## config.mk

```make
export PLATFORM = sky130hd
export DESIGN_NAME = muldiv_sequencer
export DESIGN_NICKNAME = d
export VERILOG_FILES = /design/src/rtl/muldiv_sequencer_pkg.sv /design/src/rtl/muldiv_sequencer_div_step.sv /design/src/rtl/muldiv_sequencer.sv
export SDC_FILE = /design/constraint.sdc
export NUM_CORES = 1
export LEC_CHECK = 0
export ABC_AREA = 1
export CELL_PAD_IN_SITES_DETAIL_PLACEMENT = 2
export CELL_PAD_IN_SITES_GLOBAL_PLACEMENT = 2
export CORE_AREA = 10 10 262 264
export CTS_BUF_LIST = sky130_fd_sc_hd__clkbuf_2 sky130_fd_sc_hd__clkbuf_4 sky130_fd_sc_hd__clkbuf_8
export CTS_CLUSTER_SIZE = 40
export DETAILED_ROUTE_END_ITERATION = 16
export DIE_AREA = 0 0 272 274
export GPL_TIMING_DRIVEN = 0
export HOLD_SLACK_MARGIN = 0.15
export PLACE_DENSITY_LB_ADDON = 0.1
export SETUP_SLACK_MARGIN = 0.02
export SYNTH_ARGS = -nofsm -noshare
export SYNTH_HDL_FRONTEND = slang
export SYNTH_HIERARCHICAL = 1
export SYNTH_SLANG_ARGS = --single-unit
```

## constraint.sdc

```tcl
create_clock -name clk -period 3.1 [get_ports clk]
set_clock_uncertainty 0.05 [all_clocks]
set_input_delay 0.62 -clock clk [delete_from_list [all_inputs] [get_ports clk]]
set_output_delay 0.62 -clock clk [all_outputs]
set_load 0.01 [all_outputs]
```

## src/rtl/muldiv_sequencer_pkg.sv

```systemverilog
// rtl/muldiv_sequencer_pkg.sv - shared op and state encodings for the MULT/DIV sequencer
package muldiv_sequencer_pkg;

    localparam logic [1:0] MD_OP_MULT = 2'b00;
    localparam logic [1:0] MD_OP_DIV  = 2'b01;

    typedef enum logic [1:0] {
        MD_IDLE   = 2'b00,
        MD_MULT   = 2'b01,
        MD_DIV    = 2'b10,
        MD_FINISH = 2'b11
    } md_state_t;

endpackage

```

## src/rtl/muldiv_sequencer_div_step.sv

```systemverilog
// rtl/muldiv_sequencer_div_step.sv - one restoring division iteration on unsigned magnitudes
module muldiv_sequencer_div_step #(
    parameter int WIDTH = 32
) (
    input  logic [WIDTH-1:0] i_rem,
    input  logic             i_bit,
    input  logic [WIDTH-1:0] i_divisor,
    output logic [WIDTH-1:0] o_rem,
    output logic             o_qbit
);

    logic [WIDTH:0] w_shift;
    logic [WIDTH:0] w_diff;

    assign w_shift = {i_rem, i_bit};
    assign w_diff  = w_shift - {1'b0, i_divisor};
    // w_shift < 2*divisor, so the borrow bit alone says whether the subtraction fits
    assign o_qbit  = ~w_diff[WIDTH];
    assign o_rem   = o_qbit ? w_diff[WIDTH-1:0] : w_shift[WIDTH-1:0];

endmodule

```

## src/rtl/muldiv_sequencer.sv

```systemverilog
// rtl/muldiv_sequencer.sv - iterative signed Booth multiply / restoring divide with HI/LO results
module muldiv_sequencer
    import muldiv_sequencer_pkg::*;
#(
    parameter int WIDTH = 32
) (
    input  logic             clk,
    input  logic             reset,
    input  logic             start,
    input  logic [1:0]       op,
    input  logic [WIDTH-1:0] a_in,
    input  logic [WIDTH-1:0] b_in,
    output logic             busy,
    output logic             done,
    output logic             div_zero,
    output logic [WIDTH-1:0] hi_out,
    output logic [WIDTH-1:0] lo_out
);

    localparam int CNT_W = $clog2(WIDTH) + 1;
    localparam int ACC_W = 2 * WIDTH + 1;

    md_state_t r_state;
    md_state_t w_next_state;

    logic [CNT_W-1:0] r_cnt;
    logic [ACC_W-1:0] r_acc;
    logic [WIDTH-1:0] r_m;
    logic             r_op_div;
    logic             r_sa;
    logic             r_sb;
    logic             r_dz;
    logic             r_fin;
    logic             r_done;
    logic             r_div_zero;
    logic [WIDTH-1:0] r_hi;
    logic [WIDTH-1:0] r_lo;

    logic             w_accept_mult;
    logic             w_accept_div;
    logic [WIDTH-1:0] w_a_abs;
    logic [WIDTH-1:0] w_b_abs;
    logic [WIDTH:0]   w_a_ext;
    logic [WIDTH:0]   w_m_ext;
    logic [WIDTH:0]   w_sum;
    logic [ACC_W-1:0] w_booth_next;
    logic [WIDTH-1:0] w_rem_next;
    logic             w_qbit;
    logic [WIDTH-1:0] w_acc_hi;
    logic [WIDTH-1:0] w_acc_lo;

    assign w_accept_mult = start && (op == MD_OP_MULT);
    assign w_accept_div  = start && (op == MD_OP_DIV);
    assign w_a_abs       = a_in[WIDTH-1] ? -a_in : a_in;
    assign w_b_abs       = b_in[WIDTH-1] ? -b_in : b_in;
    assign w_acc_hi      = r_acc[ACC_W-1:WIDTH+1];
    assign w_acc_lo      = r_acc[WIDTH:1];

    // Booth add/sub carries a guard bit so subtracting the most negative multiplicand cannot overflow
    assign w_a_ext = {w_acc_hi[WIDTH-1], w_acc_hi};
    assign w_m_ext = {r_m[WIDTH-1], r_m};
    always_comb begin
        w_sum = w_a_ext;
        case (r_acc[1:0])
            2'b01:   w_sum = w_a_ext + w_m_ext;
            2'b10:   w_sum = w_a_ext - w_m_ext;
            default: w_sum = w_a_ext;
        endcase
    end
    assign w_booth_next = {w_sum, r_acc[WIDTH:1]};

    muldiv_sequencer_div_step #(
        .WIDTH(WIDTH)
    ) u_div_step (
        .i_rem     (w_acc_hi),
        .i_bit     (r_acc[WIDTH]),
        .i_divisor (r_m),
        .o_rem     (w_rem_next),
        .o_qbit    (w_qbit)
    );

    always_ff @(posedge clk) begin
        if (!reset) begin
            r_state <= MD_IDLE;
        end else begin
            r_state <= w_next_state;
        end
    end

    always_comb begin
        w_next_state = r_state;
        case (r_state)
            MD_IDLE: begin
                if (w_accept_mult) begin
                    w_next_state = MD_MULT;
                end else if (w_accept_div) begin
                    w_next_state = (b_in == '0) ? MD_FINISH : MD_DIV;
                end
            end
            MD_MULT, MD_DIV: begin
                if (r_cnt == CNT_W'(1)) begin
                    w_next_state = MD_FINISH;
                end
            end
            MD_FINISH: w_next_state = MD_IDLE;
            default:   w_next_state = MD_IDLE;
        endcase
    end

    always_comb begin
        busy = (r_state != MD_IDLE);
    end

    always_ff @(posedge clk) begin
        if (!reset) begin
            r_cnt      <= '0;
            r_acc      <= '0;
            r_m        <= '0;
            r_op_div   <= 1'b0;
            r_sa       <= 1'b0;
            r_sb       <= 1'b0;
            r_dz       <= 1'b0;
            r_fin      <= 1'b0;
            r_done     <= 1'b0;
            r_div_zero <= 1'b0;
            r_hi       <= '0;
            r_lo       <= '0;
        end else begin
            r_fin      <= 1'b0;
            r_done     <= r_fin;
            r_div_zero <= r_fin && r_dz;
            case (r_state)
                MD_IDLE: begin
                    if (w_accept_mult) begin
                        r_acc    <= {{WIDTH{1'b0}}, b_in, 1'b0};
                        r_m      <= a_in;
                        r_op_div <= 1'b0;
                        r_dz     <= 1'b0;
                        r_cnt    <= CNT_W'(WIDTH);
                    end else if (w_accept_div) begin
                        r_acc    <= {{WIDTH{1'b0}}, w_a_abs, 1'b0};
                        r_m      <= w_b_abs;
                        r_op_div <= 1'b1;
                        r_sa     <= a_in[WIDTH-1];
                        r_sb     <= b_in[WIDTH-1];
                        r_dz     <= (b_in == '0);
                        r_cnt    <= CNT_W'(WIDTH);
                    end
                end
                MD_MULT: begin
                    r_acc <= w_booth_next;
                    r_cnt <= r_cnt - CNT_W'(1);
                end
                MD_DIV: begin
                    r_acc <= {w_rem_next, r_acc[WIDTH-1:1], w_qbit, 1'b0};
                    r_cnt <= r_cnt - CNT_W'(1);
                end
                MD_FINISH: begin
                    r_fin <= 1'b1;
                    r_cnt <= '0;
                    if (!r_dz) begin
                        if (r_op_div) begin
                            r_hi <= r_sa ? -w_acc_hi : w_acc_hi;
                            r_lo <= (r_sa ^ r_sb) ? -w_acc_lo : w_acc_lo;
                        end else begin
                            r_hi <= w_acc_hi;
                            r_lo <= w_acc_lo;
                        end
                    end
                end
                default: r_cnt <= '0;
            endcase
        end
    end

    assign done     = r_done;
    assign div_zero = r_div_zero;
    assign hi_out   = r_hi;
    assign lo_out   = r_lo;

endmodule

```

# Word-level counts from Yosys, hierarchy flattened
# Cells that the tools add are included.
dict set report word_totals {
  ff_bits 176
  in_bits 69
  out_inout_bits 67
  word_cells 78
}
dict set report classes {
  add_sub_neg 8
  n_eq_ne 10
  muxes 26
  n_bitwise 4
  reduce_logical 16
}
# operator n
set ops {}
lappend ops {{2-to-1 mux 32 bit} 9}
lappend ops {{case mux 65 bit (3 select lines)} 1}
lappend ops {{2-to-1 mux 65 bit} 2}
lappend ops {{negator 32 bit} 4}
lappend ops {{case mux 33 bit (2 select lines)} 1}
lappend ops {{adder 32 x 32 -> 33 bit} 1}
lappend ops {{subtractor 32 x 32 -> 33 bit} 1}
lappend ops {{subtractor 33 x 32 -> 33 bit} 1}
lappend ops {{logical NOT 32 bit} 1}
lappend ops {{case mux 6 bit (3 select lines)} 1}
lappend ops {{2-to-1 mux 6 bit} 2}
lappend ops {{AND reduction 2 bit} 4}
lappend ops {{equality test 2 x 1 -> 1 bit, second input constant} 3}
lappend ops {{equality test 2 bit, second input constant} 3}
lappend ops {{equality test 6 x 1 -> 1 bit, second input constant} 1}
lappend ops {{2-to-1 mux 1 bit} 6}
lappend ops {{2-to-1 mux 2 bit} 3}
lappend ops {{case mux 2 bit (3 select lines)} 1}
lappend ops {{AND reduction 3 bit} 2}
lappend ops {{subtractor 6 x 1 -> 6 bit, second input constant} 1}
lappend ops {{logical NOT 2 bit} 2}
lappend ops {{nonzero test 2 bit} 2}
lappend ops {{logical AND 1 bit} 3}
lappend ops {{!= test 3 x 1 -> 1 bit, second input constant} 1}
lappend ops {{other kinds (6)} 8}

# Depth between registers and ports, before layout
dict set report depth {
  ltp_word 5
  mapped_depth 28
}

# By module
# The synthesis kept the hierarchy.
# module instances cells_per_inst area_per_inst_um2
set by_module_without_submodules {}
lappend by_module_without_submodules {muldiv_sequencer 1 2558 14875.5}
lappend by_module_without_submodules {muldiv_sequencer_div_step 1 681 3250.6}

# Worst setup path after synthesis
# Ideal clock, no wire load.
dict set report synth_timing {
  path_type {register -> register}
  from {reg r_m[1]}
  to {reg r_acc[62]}
  setup_ps 132
  t_arrival_ps 2821
  required_time_ps 2918
  path_slack_ps 97
  stages_incl_launch_ff 28
  path_buffers 0
  period_less_slack_ps 3003
  cell_sequence {dfxtp_1 -> inv_1 -> ha_1 -> inv_1 -> nor2_1 -> nand2_1 -> nor2_2 -> nand2_1 -> nor2_1 -> nand2_1 -> nor2_1 -> nand3_1 -> nor3_1 -> o21a_1 -> nor2_1 -> ha_1 -> nand2_1 -> nor2_1 -> nand2_1 -> inv_1 -> a21oi_1 -> nand2_1 -> nand2_1 -> nand3_1 -> nand2_1 -> nand2_1 -> nand2_1 -> a21oi_1}
}
dict set report synth_via {
  elab_chain_len 3
}
# element line
set synth_rtl {}
lappend synth_rtl {{from (decl)} muldiv_sequencer.sv:28} ;# logic [WIDTH-1:0] r_m;
lappend synth_rtl {{from (signal assigned)} muldiv_sequencer.sv:136} ;# r_m <= a_in;
lappend synth_rtl {{from (signal assigned)} muldiv_sequencer.sv:142} ;# r_m <= w_b_abs;
lappend synth_rtl {{subtractor 32 x 32 -> 33 bit (tied with other cells)} muldiv_sequencer.sv:66} ;# 2'b10: w_sum = w_a_ext - w_m_ext;
lappend synth_rtl {{case mux 33 bit (2 select lines) / 2-to-1 mux 32 bit (equally long branches)} {muldiv_sequencer.sv:64, muldiv_sequencer_div_step.sv:19}}
lappend synth_rtl {{case mux 65 bit (3 select lines) *} muldiv_sequencer.sv:132} ;# case (r_state)
lappend synth_rtl {{to (signal assigned)} muldiv_sequencer.sv:135} ;# r_acc <= {{WIDTH{1'b0}}, b_in, 1'b0};
lappend synth_rtl {{to (signal assigned)} muldiv_sequencer.sv:141} ;# r_acc <= {{WIDTH{1'b0}}, w_a_abs, 1'b0};
lappend synth_rtl {{to (signal assigned)} muldiv_sequencer.sv:151} ;# r_acc <= w_booth_next;
lappend synth_rtl {{to (decl)} muldiv_sequencer.sv:27} ;# logic [ACC_W-1:0] r_acc;
# Every way passes the cells marked *; elsewhere a longest branch is shown, timed or not.
# A chain may end at the register's enable or synchronous reset.

# Worst setup path after layout
dict set report layout_timing {
  from {reg r_m[1]}
  to {reg r_acc[57]}
}
# The elaborated chain is that of the path after synthesis.

==> reports/qor.txt <==
TritonCTS clock tree = done
RSZ-0062 raised after global routing = yes
Failing checks = setup timing
Start point of the critical path = r_m[1]
Crit path time final = 3.61 ns
Area added between synthesis and finish = 29.7%
CP max-delay cell = dfxtp_4
Mapped Avg Cell Area = 5.60 µm²
Netlist cell types = 63
CP Depth = 28
Die height = 274 µm
Vias in the first global route = 24328
Ys async rst share = 0
Mapped Area = 0.0181 mm²
Worst Hold Class = flop to flop
Slew margin rel. = 0.376
Reg2reg start = r_m[1]
Tot GR Track Use = 0.264
Total power = 19.9 mW
Sum Neg Setup Slack = -9.41 ns
Achievable Freq = 0.277 GHz
Final ANT Viol Nets = 0
Mapped Nets = 3387
Required time of the critical path = 3.47 ns
Largest net degree at the start of global routing = 21
CP bufs+invs = 5
Critical Path End Type = flop
Starting DRT DRC Count = 1023
Ys Warns = 6
Crit path arrival time = 3.99 ns
Clk sink count = 176
Synth Instances = 3239
Tcrit/Tclk final = 1.17
TritonCTS Buffers = 17
Drt wl/cell = 23.9 µm
Top_reg_cell synth = dfxtp_1
Top Family by Delay on Critical Path = simple AND/OR/NAND/NOR gates
Die area = 0.0745 mm²
Rows = 93
EDFF count, synth = 0
# fillers = 7924
Hold Path Depth = 2
Hold-fix buffers at CTS = 0
GP Congestion = 0.928
Starting Density = 0.285
Core area = 0.0636 mm²
Power density over the cells = 846 mW/mm²
CTS Root Cell = clkbuf_8
Vias per inst = 5.20
Crit Path Max Fanout = 4
Finished Layout Cells = 4334
Global route overflow = 0
Crit-path most repeated cell = nand2_2
Sequential area share after synthesis = 0.194
Critical path class = flop to flop
Setup crit start kind = flop
Dpl hpwl = 84300 µm
Port Buf Inserts = 134
Vias = 22531
Fraction of layout cells with a size suffix above 1 = 0.175
Clk_lat worst skew = 0.59 ns
DRT Pass-1 Iters = 5
IO Count = 136
Routed Wire Length = 104000 µm
Post-Place Cells = 4228
Initial antenna violation count = 1
Maximum root-to-sink buffer count = 2
H-tree depth = 4
Final Max Tran Viols = 0
Leakage = 11.1 nW
MaxCap Viol Count = 0
Post-route setup slack = -0.515 ns
Setup-failing EPs final = 27
Nets = 3612
Worst r2r path cells = 28
Outcome = finished with violations
Tightest Pin Transition = 0.936 ns
Startpoint of the worst hold path = r_fin
CP max stage delay = 0.38 ns
Clock transition at the registers of the reported paths = 0.12 ns
Post-route DRC = 0
Count of state elements after synthesis = 176
Final hold vios = 0
Die W = 272 µm
First-pass GRT wire length = 150000 µm
VDD IR max = 0.421 mV
[Yosys cell counts (all sizes together) (4+ instances only)]
cell type | n | area share
dfxtp | 176 | 0.19
o21ai | 177 | 0.050
o221ai | 29 | 0.014
nand3b | 4 | 0.0023
o22ai | 30 | 0.010
nor4 | 7 | 0.0024
nand4 | 31 | 0.011
ha | 77 | 0.053
a21oi | 232 | 0.065
a31oi | 20 | 0.0069
clkbuf | 80 | 0.017
inv | 548 | 0.11
o31ai | 10 | 0.0041
nor2 | 295 | 0.064
buf | 28 | 0.010
a32oi | 4 | 0.0019
nor3 | 42 | 0.014
and2 | 4 | 0.0014
o211ai | 37 | 0.015
nand2 | 1094 | 0.23
xnor2 | 14 | 0.0068
o21bai | 12 | 0.0050
or2 | 7 | 0.0024
nand3 | 174 | 0.050
xor2 | 85 | 0.041
[cell usage in the layout, fill, tap and decap left out, drive strengths merged, types with 3 or more instances in the layout]
cell / instances
clkinv: 9
xor2: 85
a32oi: 4
nor3: 42
nand4: 31
or2: 7
nor4: 7
nand2: 1094
ha: 77
a31oi: 20
nor2: 295
clkbuf: 96
nand3b: 4
o22ai: 30
and2: 4
clkdlybuf4s50: 134
dfxtp: 176
o31ai: 10
o21ai: 177
o221ai: 29
a211oi: 3
buf: 101
inv: 554
o211ai: 37
xnor2: 14
nand3: 174
o21bai: 12
a21oi: 232
[routing by layer]
layer | share of wire | GRT usage | vias up | routed length [µm]
met5 | 0 | 0 | - | 0
met4 | 0.047 | 0.108 | 0 | 4910
met3 | 0.022 | 0.0248 | 183 | 2270
met2 | 0.52 | 0.499 | 345 | 53700
met1 | 0.41 | 0.300 | 11257 | 42700
li1 | - | - | 10746 | -
[final cells by class]
cell class,instances,area (µm²),share of cell area
Clock buffer,17,234,0.00995
Antenna cell,2,5.00,0.000213
Sequential cell,176,3590,0.153
Buffer,109,529,0.0225
Inverter,551,2100,0.0895
Multi-Input combinational cell,2403,13800,0.588
Tap cell,855,1070,0.0455
Timing Repair Buffer,206,1920,0.0815
Clock inverter,15,230,0.00979
[power by group]
group / total, mW / internal [mW] / switching (mW)
logic: 14.7 / 4.96 / 9.69
registers: 3.32 / 2.68 / 0.644
clock network: 1.91 / 0.780 / 1.13
[path summary, 6_finish.rpt]
kind	slack (ns)	endpoint
max	-0.51	r_acc[57]
min	0.40	div_zero
max reg2reg	-0.51	r_acc[57]
min reg2reg	0.40	div_zero
[worst reg2reg max path, delay by kind of cell (launching register included)]
family,cells,cell delay (ns)
AO/OA/AOI/OAI,2,0.25
buffers and inverters,5,0.47
flip-flops,1,0.38
AND/OR/NAND/NOR,18,1.69
adder cells (fa/ha/maj),2,0.41
XOR/XNOR,1,0.22
[metrics by stage]
step	util	hold slack, ns	instance area (µm²)	worst slack, ns
after floorplan	-	0.354	18100	0.0969
after global placement	0.323	0.378	20500	-1.16
after detailed placement	0.323	0.403	20500	-1.34
after CTS	0.349	0.404	22200	-0.432
after global routing	0.369	0.432	23500	-0.722
final	0.369	0.397	23500	-0.515
[flip-flops by register name, indices dropped and copies added, names as in the netlist]
register  flops
div_zero      1
done          1
hi_out       32
lo_out       32
r_acc        65
r_cnt         6
r_dz          1
r_fin         1
r_m          32
r_op_div      1
r_sa          1
r_sb          1
r_state       2
[cells by family after synthesis]
group                    share of synthesized area
AO/OA/AOI/OAI                                0.179
XOR/XNOR                                    0.0478
adder cells (fa/ha/maj)                     0.0554
buffers and inverters                        0.142
flip-flops                                   0.194
AND/OR/NAND/NOR                              0.382
[repair_timing]
item                                    4_1_cts  5_1_grt
gates resized for setup                     244      327
setup buffers                                41       32
cloned                                        0        0
pin swaps                                    55      134
endpoints found under the setup margin       32       33
No activity file was read; power rests on OpenSTA's default activity.
